[config.mk]
export PLATFORM = sky130hd
export DESIGN_NAME = function_arith_pipe
export DESIGN_NICKNAME = d
export VERILOG_FILES = /design/src/rtl/function_arith_pkg.sv /design/src/rtl/function_arith_stage_reg.sv /design/src/rtl/function_arith_pipe.sv
export SDC_FILE = /design/constraint.sdc
export NUM_CORES = 1
export LEC_CHECK = 0
export ABC_AREA = 0
export CORE_MARGIN = 4
export CORE_UTILIZATION = 55
export CTS_CLUSTER_DIAMETER = 100
export DETAILED_ROUTE_END_ITERATION = 8
export GPL_TIMING_DRIVEN = 0
export PLACE_DENSITY_LB_ADDON = 0.25
export RECOVER_POWER = 50
export REMOVE_ABC_BUFFERS = 1
export SLEW_MARGIN = 15
export SYNTH_ARGS = -nofsm -noshare
export SYNTH_HDL_FRONTEND = slang
export SYNTH_SLANG_ARGS = --single-unit
[constraint.sdc]
create_clock -name clk -period 3 [get_ports clk]
set_input_delay 0.3 -clock clk [delete_from_list [all_inputs] [get_ports clk]]
set_output_delay 0.3 -clock clk [all_outputs]
set_load 0.02 [all_outputs]
[src/rtl/function_arith_pkg.sv]
// Shared types for the pipelined arith block: per-transaction mode encoding.
package function_arith_pkg;

    localparam int MODE_W = 2;

    typedef enum logic [MODE_W-1:0] {
        PLAIN = 2'd0,
        ACC   = 2'd1,
        NOXOR = 2'd2,
        RSVD  = 2'd3
    } mode_e;

endpackage

[src/rtl/function_arith_stage_reg.sv]
// Enable-gated pipeline register carrying a valid bit and an opaque payload.
module function_arith_stage_reg #(
    parameter int PW = 8
) (
    input  logic          clk,
    input  logic          rst,
    input  logic          en_i,
    input  logic          vld_i,
    input  logic [PW-1:0] data_i,
    output logic          vld_o,
    output logic [PW-1:0] data_o
);

    logic          vld_q;
    logic [PW-1:0] data_q;

    always_ff @(posedge clk) begin
        if (rst) begin
            vld_q  <= 1'b0;
            data_q <= '0;
        end else if (en_i) begin
            vld_q  <= vld_i;
            data_q <= data_i;
        end
    end

    assign vld_o  = vld_q;
    assign data_o = data_q;

endmodule

[src/rtl/function_arith_pipe.sv]
// Three-stage r = (((x+y)-z) << SHIFT | (x&y)) ^ z with valid/ready backpressure,
// accumulate / no-xor modes and a completed-handshake counter.
module function_arith_pipe
    import function_arith_pkg::*;
#(
    parameter int WIDTH   = 8,
    parameter int SHIFT   = 1,
    parameter int COUNT_W = 16
) (
    input  logic               clk,
    input  logic               rst,
    input  logic               in_valid,
    output logic               in_ready,
    input  logic [WIDTH-1:0]   in_a,
    input  logic [WIDTH-1:0]   in_b,
    input  logic [WIDTH-1:0]   in_c,
    input  logic [MODE_W-1:0]  in_mode,
    input  logic               acc_clr,
    output logic               out_valid,
    input  logic               out_ready,
    output logic [WIDTH-1:0]   out_data,
    output logic [COUNT_W-1:0] out_count
);

    typedef struct packed {
        logic [WIDTH-1:0] s;
        logic [WIDTH-1:0] m;
        logic [WIDTH-1:0] z;
        mode_e            mode;
    } st1_t;

    typedef struct packed {
        logic [WIDTH-1:0] d;
        logic [WIDTH-1:0] m;
        logic [WIDTH-1:0] z;
        mode_e            mode;
    } st2_t;

    logic adv;
    logic v1, v2, v3;
    st1_t st1_d, st1_q;
    st2_t st2_d, st2_q;
    logic [WIDTH-1:0] res_d, res_q;
    logic [WIDTH-1:0] diff, base, xored, acc_eff, acc_sum;
    logic [WIDTH-1:0] acc_d, acc_q;
    logic [COUNT_W-1:0] cnt_d, cnt_q;
    logic acc_load;

    // The whole pipe moves as one; a held result freezes every stage.
    assign adv      = !v3 || out_ready;
    assign in_ready = adv;

    always_comb begin
        st1_d      = '0;
        st1_d.s    = in_a + in_b;
        st1_d.m    = in_a & in_b;
        st1_d.z    = in_c;
        st1_d.mode = mode_e'(in_mode);
    end

    always_comb begin
        diff       = st1_q.s - st1_q.z;
        st2_d      = '0;
        st2_d.d    = diff << SHIFT;
        st2_d.m    = st1_q.m;
        st2_d.z    = st1_q.z;
        st2_d.mode = st1_q.mode;
    end

    always_comb begin
        base    = st2_q.d | st2_q.m;
        xored   = base ^ st2_q.z;
        acc_eff = acc_clr ? '0 : acc_q;
        acc_sum = xored + acc_eff;
        case (st2_q.mode)
            ACC:     res_d = acc_sum;
            NOXOR:   res_d = base;
            default: res_d = xored;
        endcase
    end

    // Only a real ACC beat entering the output stage updates acc; bubbles never do.
    assign acc_load = adv && v2 && (st2_q.mode == ACC);

    always_comb begin
        acc_d = acc_q;
        if (acc_load)
            acc_d = acc_sum;
        else if (adv && acc_clr)
            acc_d = '0;
    end

    always_comb begin
        cnt_d = cnt_q;
        if (v3 && out_ready)
            cnt_d = cnt_q + 1'b1;
    end

    always_ff @(posedge clk) begin
        if (rst) begin
            acc_q <= '0;
            cnt_q <= '0;
        end else begin
            acc_q <= acc_d;
            cnt_q <= cnt_d;
        end
    end

    function_arith_stage_reg #(.PW($bits(st1_t))) u_st1 (
        .clk    (clk),
        .rst    (rst),
        .en_i   (adv),
        .vld_i  (in_valid),
        .data_i (st1_d),
        .vld_o  (v1),
        .data_o (st1_q)
    );

    function_arith_stage_reg #(.PW($bits(st2_t))) u_st2 (
        .clk    (clk),
        .rst    (rst),
        .en_i   (adv),
        .vld_i  (v1),
        .data_i (st2_d),
        .vld_o  (v2),
        .data_o (st2_q)
    );

    function_arith_stage_reg #(.PW(WIDTH)) u_st3 (
        .clk    (clk),
        .rst    (rst),
        .en_i   (adv),
        .vld_i  (v2),
        .data_i (res_d),
        .vld_o  (v3),
        .data_o (res_q)
    );

    assign out_valid = v3;
    assign out_data  = res_q;
    assign out_count = cnt_q;

endmodule

==> impl_metrics.env <==
export IMPL_placed_cell_area_mm2=0.00481
export IMPL_cp_max_fo=44
export IMPL_syn_area_mm2=0.00415
export IMPL_slew_violations=0
export IMPL_worst_slew_pin_slew_ns=1.22
export IMPL_grt_antenna_before_repair=0
export IMPL_grt_pass1_wl_mm=14.9
export IMPL_power_total_w=0.00253
export IMPL_cts_tree="built"
export IMPL_synth_top_cell_area_share_pct=41.0
export IMPL_core_area_mm2=0.00729
export IMPL_outcome="finished, final reports clean"
export IMPL_via_per_inst=5.41
export IMPL_area_growth_pct=21.3
export IMPL_dp_cells=654
export IMPL_p_per_area_mw_per_mm2=502
export IMPL_max_slew_margin_rel_pct=18.6
export IMPL_async_flop_share_pct=0
export IMPL_drtPass1Iterations=4
export IMPL_ff2ff_setup_slack_ns=0.64
export IMPL_final_layout_size_suffix_gt1_share_pct=4.70
export IMPL_fmax_mhz=389
export IMPL_numCtsBuffers=9
export IMPL_syn_inst=522
export IMPL_cap_violations=0
export IMPL_r2r_end="u_st3.data_o[5]"
export IMPL_synthFlopType="dfxtp_1"
export IMPL_finalCoreUtilization_pct=69.0
export IMPL_min_path_cells=2
export IMPL_endpoint_kind="output port"
export IMPL_grt_usage_pct=20.8
export IMPL_gp_congestion=0.809
export IMPL_layout_min_cycle_time_ns=2.57
export IMPL_postCtsHoldBufs=0
export IMPL_grt_max_degree=64
export IMPL_worst_setup_path_start_kind="input pin"
export IMPL_leakage_nw=2.00
export IMPL_first_global_vias=3384
export IMPL_clock_path_buffers=2
export IMPL_routed_wirelength_mm=8.94
export IMPL_clk_pin_slew_ns=0.08
export IMPL_die_h_um=94.9
export IMPL_synth_common_cells="108 x nand2_1, 85 x dfxtp_1, 69 x a21oi_1, 36 x nor2_1, 24 x inv_1"
export IMPL_drc=0
export IMPL_rr_startpoint="u_st2.data_o[11]"
export IMPL_start_util_pct=56.9
export IMPL_overflow=0
export IMPL_yosys_warnings=0
export IMPL_synth_seq_cells=85
export IMPL_nets=627
export IMPL_pre_cts_ws_ns=-0.124
export IMPL_synth_most_common_cell="nand2_1"
export IMPL_required_ns=2.70
export IMPL_max_vdd_ir_drop_v=0.000242
export IMPL_cts_sinks=85
export IMPL_clkLatencyLatePin_ns=0.37
export IMPL_synth_edff_count=0
export IMPL_rr_worst_depth=10
export IMPL_ant_nets=0
export IMPL_post_synth_top_area_cell="dfxtp_1"
export IMPL_core_rowCount=31
export IMPL_die_w_um=94.9
export IMPL_min_from="rst"
export IMPL_io_pins=57
export IMPL_htreeDepth=3
export IMPL_drt_iter0_markers=158
export IMPL_setup_violations=0
export IMPL_fin_area_mm2=0.00503
export IMPL_rsz0062_at_grt="false"
export IMPL_antenna_cells=0
export IMPL_dieArea_mm2=0.00900
export IMPL_yosysUniqueCellTypes=45
export IMPL_routedWlPerCell_um=13.3
export IMPL_critPathKind="in -> out"
export IMPL_period_share_pct=85.8
export IMPL_root_buffer="clkbuf_8"
export IMPL_synth_avg_cell_area_um2=7.95
export IMPL_crit_arrival_ns=2.27
export IMPL_hold_path_class="in -> reg"
export IMPL_port_buffers=56
export IMPL_fin_ws_ns=0.427
export IMPL_synth_area_top_cells="dfxtp_1 41%, nand2_1 9.8%, a21oi_1 8.3%, ha_1 6.9%, nor2_1 3.3%"
export IMPL_dp_hpwl_mm=6.17
export IMPL_cts_resized=0
export IMPL_nFillCells=634
export IMPL_stdcell_count=674
export IMPL_yosysSeqAreaShare_pct=41.0
export IMPL_hold_end="u_st3.data_o[1]"
export IMPL_via_count=3646
export IMPL_hold_violations=0
export IMPL_fin_skew_ns=0.0119
-- per-stage QoR --
stage	hold WS, ns	setup TNS [ns]
after floorplan	0.369	-145.25
after global placement	0.435	-309.68
after detailed placement	0.443	-0.145
after CTS	0.294	0
after global routing	0.292	0
final	0.299	0
-- worst max path at each step --
stage,from,to,slack [ns],depth (start not counted)
after floorplan,u_st3.vld_o,acc_q[5],-2.77,5
after global placement,out_ready,acc_q[5],-5.31,6
after detailed placement,out_ready,in_ready,-0.12,5
after CTS,out_ready,in_ready,0.09,5
after global routing,out_ready,in_ready,0.36,5
final,out_ready,in_ready,0.43,5
-- per-layer routing --
metal / up-vias / track usage (%) / part of all wire (%)
met5: - / 0 / 0
met4: 0 / 7.93 / 1.8
met3: 11 / 4.62 / 5.2
met2: 90 / 34.4 / 48
met1: 1683 / 26.5 / 45
li1: 1862 / - / -
-- logic make-up (layout without fill, tap and decap cells) --
logic type	after synthesis	after routing	share of synthesized area [%]
and+or+nand+nor	209	210	23.0
AOI/OAI and AO/OA	122	122	16.7
DFF	85	85	41.0
muxes	1	1	0.241
adders and majority gates	26	26	8.38
buffers and inverters	51	103	4.73
xor gates and xnor gates	28	28	5.91
-- flip-flops by register name, summed over array words and instances (netlist names) --
signal and flops:
acc_q 8, out_count 16, u_st1.data_o 25, u_st1.vld_o 1, u_st2.data_o 25, u_st2.vld_o 1
u_st3.data_o 8, u_st3.vld_o 1
-- final cells by class --
cell class                      instances  area, um^2  share of cell area [%]
Sequential cell                        85        1700                    33.8
Tap cell                               99         124                    2.46
Clock buffer                            9         124                    2.46
Timing Repair Buffer                   62         652                    13.0
Clock inverter                          7        72.6                    1.44
Multi-Input combinational cell        387        2260                    45.0
Inverter                               25        95.1                    1.89
-- cells in the final DEF (no fill, tap or decap), types with 8 or more instances in the layout --
cell type        synthesis  final
a21oi_1                 69     69
clkbuf_8                 0      9
clkdlybuf4s50_1          0     49
dfxtp_1                 85     85
ha_1                    23     23
inv_1                   24     24
nand2_1                108    108
nand3_1                  8      8
nor2_1                  36     36
nor2b_1                 10     10
nor3_1                   9      9
o21ai_0                 20     20
xnor2_1                 14     14
xor2_1                  14     14
-- report_power, final --
group	leakage (nW)	switching, W	internal, W
registers	0.697	0.0000418	0.00120
logic	1.20	0.000248	0.000219
clock network	0.0960	0.000434	0.000387
total	2.00	0.000724	0.00180
-- what timing repair did --
| item | in CTS | in global routing |
|---|---|---|
| endpoints found under the setup margin | 1 | 1 |
| cloned | 1 | 0 |
| buffers inserted | 0 | 3 |
| pin swaps | 0 | 0 |
-- worst max-delay path, cell delays in order --
cell and delay [ns]:
dlygate4sd3_1 0.63, nor2b_4 0.20, clkinv_2 0.28, buf_12 0.28, clkdlybuf4s50_1 0.56
(Power assumes the default switching activity.)
